### src/rtl/ps2_pkg.sv
// Shared PS/2 byte constants, FSM state type and status-byte classifier
// for the scancode filter.
package ps2_pkg;

  localparam logic [7:0] PS2_EXT        = 8'hE0;
  localparam logic [7:0] PS2_BRK        = 8'hF0;
  localparam logic [7:0] PS2_ST_ERR0    = 8'h00;
  localparam logic [7:0] PS2_ST_BAT_OK  = 8'hAA;
  localparam logic [7:0] PS2_ST_ECHO    = 8'hEE;
  localparam logic [7:0] PS2_ST_ACK     = 8'hFA;
  localparam logic [7:0] PS2_ST_RESEND  = 8'hFE;
  localparam logic [7:0] PS2_ST_ERR1    = 8'hFF;

  typedef enum logic [1:0] {
    ST_IDLE    = 2'd0,
    ST_EXT     = 2'd1,
    ST_BRK     = 2'd2,
    ST_EXT_BRK = 2'd3
  } ps2_state_t;

  function automatic logic is_status(input logic [7:0] b);
    return (b == PS2_ST_ERR0)   || (b == PS2_ST_BAT_OK) ||
           (b == PS2_ST_ECHO)   || (b == PS2_ST_ACK)    ||
           (b == PS2_ST_RESEND) || (b == PS2_ST_ERR1);
  endfunction

  function automatic logic is_prefix(input logic [7:0] b);
    return (b == PS2_EXT) || (b == PS2_BRK);
  endfunction

endpackage

### src/rtl/ps2_prefix_timer.sv
// Prefix timeout counter: counts cycles while a prefix is pending and flags
// the cycle in which the count reaches TIMEOUT_CYCLES-1.
module ps2_prefix_timer #(
  parameter int TIMEOUT_CYCLES = 500000
) (
  input  logic clk,
  input  logic rst,
  input  logic clear,
  input  logic run,
  output logic expired
);

  localparam int W = (TIMEOUT_CYCLES > 1) ? $clog2(TIMEOUT_CYCLES) : 1;
  localparam logic [W-1:0] LAST = W'(TIMEOUT_CYCLES - 1);

  logic [W-1:0] count;

  assign expired = run && (count == LAST);

  always_ff @(posedge clk or posedge rst) begin
    if (rst) begin
      count <= '0;
    end else if (clear || !run) begin
      count <= '0;
    end else if (!expired) begin
      count <= count + 1'b1;
    end
  end

endmodule

### src/rtl/ps2_scancode_filter.sv
// PS/2 scancode decoder: strips E0/F0 prefixes, reports key presses and
// protocol errors. Define PS2_REPEAT_FILTER_EN to suppress typematic repeats.
module ps2_scancode_filter
  import ps2_pkg::*;
#(
  parameter int TIMEOUT_CYCLES = 500000
) (
  input  logic       clk,
  input  logic       rst,
  input  logic [7:0] ps2_received_data,
  input  logic       ps2_received_data_strb,
  output logic [7:0] key_code,
  output logic       key_extended,
  output logic       key_code_strb,
  output logic       protocol_error_strb
);

  ps2_state_t state, state_next;
  logic       make_event;
  logic       event_ext;
  logic       err_event;
  logic       emit_make;
  logic       expired;

  ps2_prefix_timer #(
    .TIMEOUT_CYCLES(TIMEOUT_CYCLES)
  ) u_timer (
    .clk    (clk),
    .rst    (rst),
    .clear  (ps2_received_data_strb),
    .run    (state != ST_IDLE),
    .expired(expired)
  );

  always_comb begin
    state_next = state;
    make_event = 1'b0;
    event_ext  = 1'b0;
    err_event  = 1'b0;
    if (ps2_received_data_strb) begin
      case (state)
        ST_IDLE: begin
          if (ps2_received_data == PS2_EXT)      state_next = ST_EXT;
          else if (ps2_received_data == PS2_BRK) state_next = ST_BRK;
          else if (is_status(ps2_received_data)) err_event = 1'b1;
          else                                   make_event = 1'b1;
        end
        ST_EXT: begin
          if (ps2_received_data == PS2_BRK) begin
            state_next = ST_EXT_BRK;
          end else if (ps2_received_data == PS2_EXT) begin
            err_event = 1'b1;
          end else if (is_status(ps2_received_data)) begin
            err_event  = 1'b1;
            state_next = ST_IDLE;
          end else begin
            make_event = 1'b1;
            event_ext  = 1'b1;
            state_next = ST_IDLE;
          end
        end
        ST_BRK, ST_EXT_BRK: begin
          // Break codes are consumed silently; only malformed bytes report.
          state_next = ST_IDLE;
          event_ext  = (state == ST_EXT_BRK);
          if (is_prefix(ps2_received_data) || is_status(ps2_received_data))
            err_event = 1'b1;
        end
        default: state_next = ST_IDLE;
      endcase
    end else if (expired) begin
      state_next = ST_IDLE;
      err_event  = 1'b1;
    end
  end

`ifdef PS2_REPEAT_FILTER_EN
  logic [8:0] held;
  logic       held_valid;
  logic       held_match;
  logic       break_event;

  assign held_match  = (held == {event_ext, ps2_received_data});
  assign break_event = ps2_received_data_strb && !err_event &&
                       ((state == ST_BRK) || (state == ST_EXT_BRK));
  assign emit_make   = make_event && !(held_valid && held_match);

  always_ff @(posedge clk or posedge rst) begin
    if (rst) begin
      held       <= '0;
      held_valid <= 1'b0;
    end else if (emit_make) begin
      held       <= {event_ext, ps2_received_data};
      held_valid <= 1'b1;
    end else if (break_event && held_match) begin
      held_valid <= 1'b0;
    end
  end
`else
  assign emit_make = make_event;
`endif

  always_ff @(posedge clk or posedge rst) begin
    if (rst) begin
      state               <= ST_IDLE;
      key_code            <= 8'h00;
      key_extended        <= 1'b0;
      key_code_strb       <= 1'b0;
      protocol_error_strb <= 1'b0;
    end else begin
      state               <= state_next;
      key_code_strb       <= emit_make;
      protocol_error_strb <= err_event;
      if (emit_make) begin
        key_code     <= ps2_received_data;
        key_extended <= event_ext;
      end
    end
  end

endmodule
### config.mk
export PLATFORM = sky130hd
export DESIGN_NAME = ps2_scancode_filter
export DESIGN_NICKNAME = d
export VERILOG_FILES = /design/src/rtl/ps2_pkg.sv /design/src/rtl/ps2_prefix_timer.sv /design/src/rtl/ps2_scancode_filter.sv
export SDC_FILE = /design/constraint.sdc
export NUM_CORES = 1
export LEC_CHECK = 0
export BUFFER_PORTS_ARGS = -buffer_cell sky130_fd_sc_hd__clkbuf_2
export CORE_UTILIZATION = 40
export DETAILED_ROUTE_END_ITERATION = 10
export PLACE_DENSITY = 0.68
export RECOVER_POWER = 50
export SETUP_SLACK_MARGIN = 0.3
export SLEW_MARGIN = 20
export SYNTH_ARGS = -nofsm -noshare
export SYNTH_HDL_FRONTEND = slang
export SYNTH_SLANG_ARGS = --single-unit
### constraint.sdc
create_clock -name clk -period 1.5 [get_ports clk]
set_clock_uncertainty 0.05 [all_clocks]
set_input_delay 0.15 -clock clk [delete_from_list [all_inputs] [get_ports clk]]
set_output_delay 0.15 -clock clk [all_outputs]
set_load 0.03 [all_outputs]
==> out/metrics.cfg <==
[synth]
synth_compound_area_frac=0.09984
synthesis.area_um2=1579
synth_cell_types=37
yosysTopAreaCell=dfrtp_1
synth-xor-area-share=0.07211
synthAdderAreaFrac=0.007924
synth_top_family_by_area=simple AND/OR/NAND/NOR gates
synth-seq-area-share=0.5071
synth-edff-count=0
yosys-top-cells-count=dfrtp_1, nor2_1, xor2_1
ys.warnings.count=0
synth_cells=149
ys_seq_elements=32
synthArstFlopShare=1.000
yosys.area_share.simple=0.2179
synth_ff_type=dfrtp_1
synth.most_common_cell=dfrtp_1
synthesis.nets=161
muxShareOfSynthArea=0.06656
synth_area_per_cell_um2=10.60
netlist_top_cells_area=dfrtp_1, mux2_4, xor2_1, nor2_1, and4_1
yosysTopAreaCellShare=0.5071

[timing]
final.period_utilization=1.107
rsz0062_at_grt=true
tightest_slew_ns=0.7962
setup_slack_ns=-0.1608
drv_slew=0
finalHoldViolations=0
slew_headroom=0.4692
max_freq_mhz=602.1
setup_viol=17
final.min_clock_period_ns=1.661

[global_routing]
grt_max_degree=33
overflow=0
grt_pass1_vias=1433
track_usage=0.2132
antenna_found_initial=0
grt_pass1_wl_um=6589

[placement]
gp_congestion=0.7945
hpwlAfterDp_um=2491
dp.cells=246
port_buffers=21

[outcome]
status=complete, but fails checks
violations=negative setup slack

[final_layout]
antenna_cells=0
final_layout_size_suffix_gt1_frac=0.4908
fillers=296
area_delta_synth_final_pct=49.60
fin_nets=230
fin_cells=266
fin_util=0.6357

[worst_setup_path]
rr_worst_depth=7
end_kind=register
r2r-start=u_timer.count[1]
cp.arrival_ns=1.78
crit_chain=ha_2 > and4_4 > nand4b_1 > buf_4 > o21ai_2 > xor2_1 > nor2_1
cp_max_fo=4
worstPathRequired_ns=1.61
cp-startpoint=u_timer.count[1]
slowest_delay_ns=0.36
crit_type=reg -> reg
slowest_stage=dfrtp_1
start_kind=register

[cts]
clock_sinks=32
cts_buffer_depth=2
cts_made_buffers=5
cts_tree=yes
path_clk_slew_ns=0.06
htreeDepth=2
cts-root-buf=clkbuf_8
worstSkewPairLatency_ns=0.29

[power_and_ir_drop]
power_frac_seq=0.512
internal_power_uw=1313
powerDensity_nw_per_um2=747.2
power.share.switching=0.2562
power.switching_uw=452.3
power_leakage_uw=0.001096
ir_drop_uv=476.5
pwr-share-clk=0.350
power_frac_comb=0.137

[detailed_routing]
antenna_left=0
post_drt_wl_per_cell_um=15.57
drcViolationCount=0
firstDrtPassIters=4
drt-initial-drc-count=78
vias=1438
finalWirelength_um=4142
viasPerCell=5.406

[floorplanning]
fp.dieArea_um2=4203
die_h_um=64.83
core_area_um2=3716
die_x_um=64.83
initial_utilization=0.4249
rows=22
io_pins=22

[hold_path]
min_path_type=in -> reg
hold_start=ps2_received_data[3]
min_delay_path_depth=2

[flow_run]
max-cap-violations=0

-- power by group through the flow --
stage / clock network (uW) / registers, uW / logic (uW)
after detailed placement: 0 / 920 / 216
after floorplan: 0 / 969 / 77.8
after global placement: 0 / 918 / 211
final: 618 / 904 / 242
after CTS: 634 / 905 / 234
after global routing: 675 / 907 / 259
-- routing by layer --
| metal | GRT usage | vias to the layer above | share of wire |
|---|---|---|---|
| li1 | - | 667 | - |
| met1 | 0.2506 | 730 | 0.41 |
| met2 | 0.3646 | 29 | 0.54 |
| met3 | 0.05282 | 12 | 0.028 |
| met4 | 0.09444 | 0 | 0.024 |
| met5 | 0 | - | 0 |
-- placed cells by master (no fill, tap or decap), types with 3 or more instances in the layout --
| master | n |
|---|---|
| mux2_4 | 7 |
| buf_6 | 8 |
| buf_4 | 33 |
| and4_4 | 3 |
| nand2_2 | 3 |
| o21ai_0 | 4 |
| clkbuf_8 | 6 |
| or3_1 | 4 |
| nand4_1 | 5 |
| a21oi_1 | 4 |
| nor2_1 | 15 |
| inv_1 | 6 |
| clkbuf_2 | 20 |
| xor2_1 | 9 |
| dfrtp_1 | 32 |
| nand2_1 | 4 |
| xnor2_1 | 3 |
-- worst max-delay path: cells and delay by family (launching register included) --
family / cells / cell delay, ns
XOR/XNOR: 1 / 0.17
AO/OA/AOI/OAI: 1 / 0.13
buffers and inverters: 1 / 0.19
adder cells (fa/ha/maj): 1 / 0.18
flip-flops: 1 / 0.36
AND/OR/NAND/NOR: 3 / 0.47
-- kinds of logic (layout without fill, tap and decap cells) --
group / Yosys count / count (layout)
simple gates: 63 / 63
flops: 32 / 32
compound gates: 23 / 23
xor+xnor: 13 / 13
buf+inv: 10 / 79
mux: 7 / 7
fa+ha+maj: 1 / 1
-- cell type report --
type,instances,area (um^2),area share
Inverter,6,22.52,0.009534
Tap cell,48,60.06,0.02542
Clock inverter,1,5.005,0.002119
Clock buffer,6,72.57,0.03072
Sequential cell,32,800.8,0.3390
Multi-Input combinational cell,107,889.6,0.3766
Timing Repair Buffer,66,511.7,0.2166
-- state kept, by name, indices dropped and copies added (netlist names) --
register,cells
u_timer.count,19
key_extended,1
protocol_error_strb,1
state,2
key_code_strb,1
key_code,8
-- per-stage QoR --
step | total power [uW] | instance area (um^2) | hold WS [ns] | worst slack, ns | setup TNS, ns
final | 1765 | 2362 | 0.1231 | -0.1608 | -1.207
after global routing | 1841 | 2362 | 0.1314 | -0.2509 | -2.604
after CTS | 1773 | 2280 | 0.1147 | -0.08389 | -0.4638
after detailed placement | 1136 | 1999 | 0.1938 | -0.4949 | -6.032
after global placement | 1130 | 1999 | 0.1794 | -0.4181 | -4.808
after floorplan | 1047 | 1620 | 0.2135 | -0.001877 | -0.002827
-- timing repair --
item | in CTS | in global routing
resized for setup | 27 | 15
hold buffers | 1 | 0
setup buffers | 9 | 3
endpoints found under the hold margin | 32 | 0
pin swaps | 20 | 24
setup endpoints to repair | 32 | 32
-- worst paths after layout --
kind / end / slack (ns)
setup reg to reg: u_timer.count[2] / -0.16
hold / removal: key_code[3] / 0.12
max in group asynchronous: u_timer.count[3] / 0.32
setup / recovery: u_timer.count[2] / -0.16
min in group asynchronous: u_timer.count[14] / 0.57
hold reg to reg: key_code[3] / 0.47
(Power assumes the default switching activity.)
